**src/rtl/pipe_flush_ctrl.sv**
```systemverilog
// pipe_flush_ctrl: flush/stall arbiter for an in-order pipeline.
//   Stall resolution, oldest-wins flush arbitration and the flush/stall/bubble
//   controls are same-cycle combinational. The redirect is registered, and
//   IF flush is held for HOLD_CYCLES cycles to cover fetches already in flight.
// Ports:
//   clk, rst_n      clock (rising edge), asynchronous active-low reset
//   flush_req       per-stage flush request (stage s flushes stages 0..s-1); bit 0 ignored
//   flush_tgt       per-stage redirect target, stage s at [s*ADDR_W +: ADDR_W]
//   stall_req       per-stage "cannot advance" request
//   flush           clear pipeline register of stage i (combinational)
//   stall           hold pipeline register of stage i (combinational)
//   bubble          insert NOP into stage i (combinational)
//   redirect_valid  one-cycle pulse after an accepted flush
//   redirect_pc     registered winning target
//   busy            flush hold in progress (registered)
module pipe_flush_ctrl #(
    parameter int unsigned NUM_STAGES  = 5,
    parameter int unsigned HOLD_CYCLES = 1,
    parameter int unsigned ADDR_W      = 32
) (
    input  logic                         clk,
    input  logic                         rst_n,
    input  logic [NUM_STAGES-1:0]        flush_req,
    input  logic [NUM_STAGES*ADDR_W-1:0] flush_tgt,
    input  logic [NUM_STAGES-1:0]        stall_req,
    output logic [NUM_STAGES-1:0]        flush,
    output logic [NUM_STAGES-1:0]        stall,
    output logic [NUM_STAGES-1:0]        bubble,
    output logic                         redirect_valid,
    output logic [ADDR_W-1:0]            redirect_pc,
    output logic                         busy
);

    localparam int unsigned CNT_W = 4;
    localparam int unsigned IDX_W = 3;

    logic [CNT_W-1:0]      hold_cnt;
    logic [CNT_W-1:0]      hold_cnt_nxt;
    logic                  hold_active;

    logic                  stall_any;
    logic [IDX_W-1:0]      stall_top;
    logic                  flush_any;
    logic [IDX_W-1:0]      win_idx;
    logic [ADDR_W-1:0]     win_tgt;
    logic [NUM_STAGES-1:0] stall_raw;
    logic [NUM_STAGES-1:0] bubble_raw;
    logic [NUM_STAGES-1:0] flush_c;

    assign hold_active = (hold_cnt != '0);

    // Oldest stalled stage: everything at or below it holds, the stage above gets a bubble.
    always_comb begin
        stall_any = 1'b0;
        stall_top = '0;
        for (int i = 0; i < NUM_STAGES; i++) begin
            if (stall_req[i]) begin
                stall_any = 1'b1;
                stall_top = IDX_W'(i);
            end
        end
        stall_raw  = '0;
        bubble_raw = '0;
        for (int i = 0; i < NUM_STAGES; i++) begin
            stall_raw[i] = stall_any && (IDX_W'(i) <= stall_top);
        end
        for (int i = 1; i < NUM_STAGES; i++) begin
            bubble_raw[i] = stall_any && (IDX_W'(i - 1) == stall_top);
        end
    end

    // Oldest accepted flush wins; a stalled stage (or one below a stall) cannot flush.
    always_comb begin
        flush_any = 1'b0;
        win_idx   = '0;
        win_tgt   = '0;
        for (int s = 1; s < NUM_STAGES; s++) begin
            if (flush_req[s] && (!stall_any || (IDX_W'(s) > stall_top))) begin
                flush_any = 1'b1;
                win_idx   = IDX_W'(s);
                win_tgt   = flush_tgt[s*ADDR_W +: ADDR_W];
            end
        end
        flush_c = '0;
        for (int i = 0; i < NUM_STAGES; i++) begin
            flush_c[i] = flush_any && (IDX_W'(i) < win_idx);
        end
        flush_c[0] = flush_c[0] | hold_active;
    end

    // Flush overrides stall and bubble on the same stage.
    assign flush  = flush_c;
    assign stall  = stall_raw & ~flush_c;
    assign bubble = bubble_raw & ~flush_c;

    // Hold counter: reload on accepted flush, otherwise count down to zero.
    always_comb begin
        hold_cnt_nxt = hold_cnt;
        if (flush_any) begin
            hold_cnt_nxt = CNT_W'(HOLD_CYCLES - 1);
        end else if (hold_active) begin
            hold_cnt_nxt = hold_cnt - CNT_W'(1);
        end
    end

    // Counter, busy flag and redirect register.
    always_ff @(posedge clk or negedge rst_n) begin
        if (!rst_n) begin
            hold_cnt       <= '0;
            busy           <= 1'b0;
            redirect_valid <= 1'b0;
            redirect_pc    <= '0;
        end else begin
            hold_cnt       <= hold_cnt_nxt;
            busy           <= (hold_cnt_nxt != '0);
            redirect_valid <= flush_any;
            if (flush_any) begin
                redirect_pc <= win_tgt;
            end
        end
    end

endmodule

```
**config.mk**
```make
export PLATFORM = sky130hd
export DESIGN_NAME = pipe_flush_ctrl
export DESIGN_NICKNAME = d
export VERILOG_FILES = /design/src/rtl/pipe_flush_ctrl.sv
export SDC_FILE = /design/constraint.sdc
export NUM_CORES = 1
export LEC_CHECK = 0
export CORE_AREA = 2 2 95 88
export CTS_CLUSTER_SIZE = 8
export DETAILED_ROUTE_END_ITERATION = 16
export DIE_AREA = 0 0 97 90
export GPL_ROUTABILITY_DRIVEN = 0
export GPL_TIMING_DRIVEN = 0
export PLACE_DENSITY_LB_ADDON = 0.2
export SLEW_MARGIN = 20
export SYNTH_ARGS = -nofsm -noshare
export SYNTH_HDL_FRONTEND = slang
export SYNTH_SLANG_ARGS = --single-unit
```
**constraint.sdc**
```tcl
create_clock -name clk -period 6.95 [get_ports clk]
set_input_delay 2.085 -clock clk [delete_from_list [all_inputs] [get_ports clk]]
set_output_delay 2.085 -clock clk [all_outputs]
set_load 0.01 [all_outputs]
```
==> summary.txt <==
Finish
  – Share of layout cells above drive strength 1: 7.87%
  – Synth-to-Final Area Change: 80.2%
  – Diode count: 0
  – Final core utilization: 60.4%
  – Final Net Count: 643
  – Final cell count without fillers: 569
  – Layout fillers: 696

Place
  – Port buffer count: 184
  – Pre-CTS setup slack: 480 ps
  – Dpl hpwl: 7.72 mm
  – Placed insts: 562

Timing
  – Final worst setup slack: 493 ps
  – RSZ-0062 raised after global routing: no
  – Worst Tran Pin Value: 530 ps
  – Final setup fails: 0
  – Clock Skew: 5.68 ps
  – Setup TNS: 0 ps
  – Max-slew headroom at the worst pin: 64.7%
  – Endpoints failing hold: 0
  – Final min period: 6460 ps
  – Peak Freq: 155 MHz
  – Final worst-path cycle share: 92.9%
  – Slew Limit Fails: 0

Critical path
  – Worst setup SP type: input port
  – Critical Path AT: 4370 ps
  – CP Class: input port to output pin
  – Most used cell, CP: clkdlybuf4s50_1
  – Largest delay share family, worst path: buffers and inverters
  – Critical path peak fanout: 10
  – CP bufs+invs: 5
  – Critical Path Sink Type: output pin
  – Reg2Reg Launch Point: hold_cnt[0]$_DFF_PN0_
  – Crit-path cells: clkdlybuf4s50_1, inv_1, a221oi_1, a21o_1, clkbuf_8, buf_6, o311a_2, clkdlybuf4s50_1
  – Worst path required time: 4870 ps
  – Worst path slowest cell: clkdlybuf4s50_1
  – Crit path launch: stall_req[3]
  – Peak per-stage delay on the critical path: 600 ps

Min path
  – Hold WC Path Type: flip-flop to flip-flop
  – HP Start: redirect_pc[31]$_DFFE_PN0P_

Drt
  – Overall via count from detail_route: 2,970
  – WL/cell: 17.4 microns
  – Routed WL: 9.92 mm
  – ANT nets after route: 0
  – DR DRC count: 0
  – Via density: 5.22
  – Detailed Routing Iterations Pass 1: 4
  – Iteration-0 DRC count of the detailed router: 147

Synthesis
  – Proportion of netlist area held by the largest area contributor: 36.4%
  – Post-synth top area cell: dfrtp_1
  – Top cells by area, synth: dfrtp_1 (36%), a221o_1 (11%), a22o_1 (11%)
  – Syn Std Cell Area: 0.00262 sq mm
  – Synth Area in Simple Gates: 17.1%
  – Register area share after synthesis: 36.4%
  – Main combinational cell family by area after synthesis: compound AO/OA/AOI/OAI gates
  – Mapped Cells: 277
  – Synthesized flop and latch total: 38
  – Top FF cell, synth: dfrtp_1
  – Adder-cell share of the synthesized area: 0.478%
  – Syn Area/Cell: 9.44 sq um
  – EDFF count, synth: 0
  – Mux cell area share after synthesis: 0%
  – Synth Area in XOR/XNOR: 0.335%
  – Synth Area in Compound Gates: 35.3%
  – Yosys warning count: 0
  – Async S/R FF share, synth: 100%
  – Synth cell types: 37

Clock network
  – Number of H-tree levels: 2
  – TritonCTS Sinks: 38
  – Root Buffer: clkbuf_8
  – CTS tree: done
  – Post-CTS Hold Buffers: 0
  – Postcts setup bufs: 0
  – Post_cts resized: 0
  – Num CTS Buffers: 5
  – Worst-path clk slew: 80 ps
  – Worst-Skew Late Latency: 290 ps
  – CTS max path bufs: 2

Die
  – # IOs: 221
  – Die width: 97 microns
  – Row count: 31
  – Initial Util: 33.5%
  – Die area: 0.00873 sq mm
  – CORE AREA: 0.00780 sq mm
  – Die height: 90 microns

GRT
  – Met2 Resource Use GR: 38.3%
  – Met1 Usage GRT: 28.2%
  – Overflow after GRT: 0
  – Initial antenna violation count: 0
  – GRT busiest layer: met2
  – Vias in the first global route: 3,136
  – Overall Global Routing Usage: 22.3%
  – Met3 GRT Util: 4.90%
  – Largest net degree at the start of global routing: 26
  – First-pass GRT wire length: 15.9 mm

Power and ir drop
  – Total power per unit cell area: 179 mW/mm^2
  – Worst vdd rail ir drop: 0.0000793 V
  – Static Leakage: 1.96 nW

Job
  – Max-Cap Viols: 0

Outcome
  – Status: completed
-- per-layer routing --
layer / part of all wire, % / wire length, microns
met4: 1.8 / 180
met3: 5.8 / 578
met1: 42 / 4120
met5: 0 / 0
met2: 51 / 5040
-- synthesized netlist by cell type, types with 3 or more instances --
cell type,count
clkbuf_8,5
dfrtp_1,38
nor3_1,35
a221o_1,30
nand2b_1,3
inv_1,3
o21bai_1,32
nor2_1,44
nand2_1,3
buf_6,9
a22o_1,32
clkbuf_1,13
-- through the flow --
step | hold slack [ps] | cell area (sq um) | total power (W)
floorplan | 527 | 2620 | 0.000446
global placement | 488 | 4580 | 0.000642
detailed placement | 490 | 4600 | 0.000652
CTS | 512 | 4710 | 0.000853
global route | 527 | 4710 | 0.000895
finish | 505 | 4710 | 0.000844
-- where the power goes --
part	leakage, nW	switching [W]	internal, W
registers	0.443	0.0000249	0.000261
clock network	0.0573	0.0000824	0.000115
logic	1.46	0.000143	0.000217
-- state kept, by name, indices dropped and copies added, names as in the netlist --
name	count
redirect_valid	1
redirect_pc	32
busy	1
hold_cnt	4
-- path summary, 6_finish.rpt --
path | end | slack, ps | depth (start not counted)
worst max register to register | hold_cnt[1]$_DFF_PN0_ | 5220 | 6
max in group asynchronous | hold_cnt[1]$_DFF_PN0_ | 4780 | 2
worst min-delay path | redirect_pc[31]$_DFFE_PN0P_ | 510 | 1
worst max-delay path | stall[0] | 490 | 8
worst min register to register | redirect_pc[31]$_DFFE_PN0P_ | 510 | 1
min in group asynchronous | redirect_pc[8]$_DFFE_PN0P_ | 1710 | 1
-- kinds of logic after synthesis --
logic type	Yosys count
buf+inv	37
xor+xnor	1
simple gates	93
fa+ha+maj	1
compound gates	106
other cells	1
flops	38
-- worst register-to-register path, stage by stage, from the launching register on --
cell and delay, ps:
dfrtp_1 420, inv_1 110, ha_1 230, nand2b_1 110, nor2_1 410, nor2b_1 100
a211oi_1 250
-- layout by cell type, fill, tap and decap left out, drive strengths merged --
cell           count
clkinv             1
o21a               1
inv                4
and2               1
dfrtp             38
bufinv             1
buf               15
o311a              1
nor3              35
or3                2
nor2              44
nor2b              1
nand3b             2
o21bai            32
nand2              3
ha                 1
a21o               2
a21oi              3
a211oi             1
clkdlybuf4s50    183
a221oi             1
a22o              32
xnor2              1
clkbuf            25
nor4b              2
a221o             32
a41oi              1
conb               2
nand2b             3
-- layout make-up --
class / instances / area (sq um) / area share [%]
Timing Repair Buffer: 185 / 1860 / 39.4
Multi-Input combinational cell: 203 / 1400 / 29.7
Sequential cell: 38 / 951 / 20.2
Buffer: 32 / 249 / 5.28
Tap cell: 99 / 124 / 2.63
Clock buffer: 6 / 82.6 / 1.75
Clock inverter: 1 / 30.0 / 0.637
Inverter: 5 / 20.0 / 0.425
Note: power is estimated with default switching activity, not from simulation.
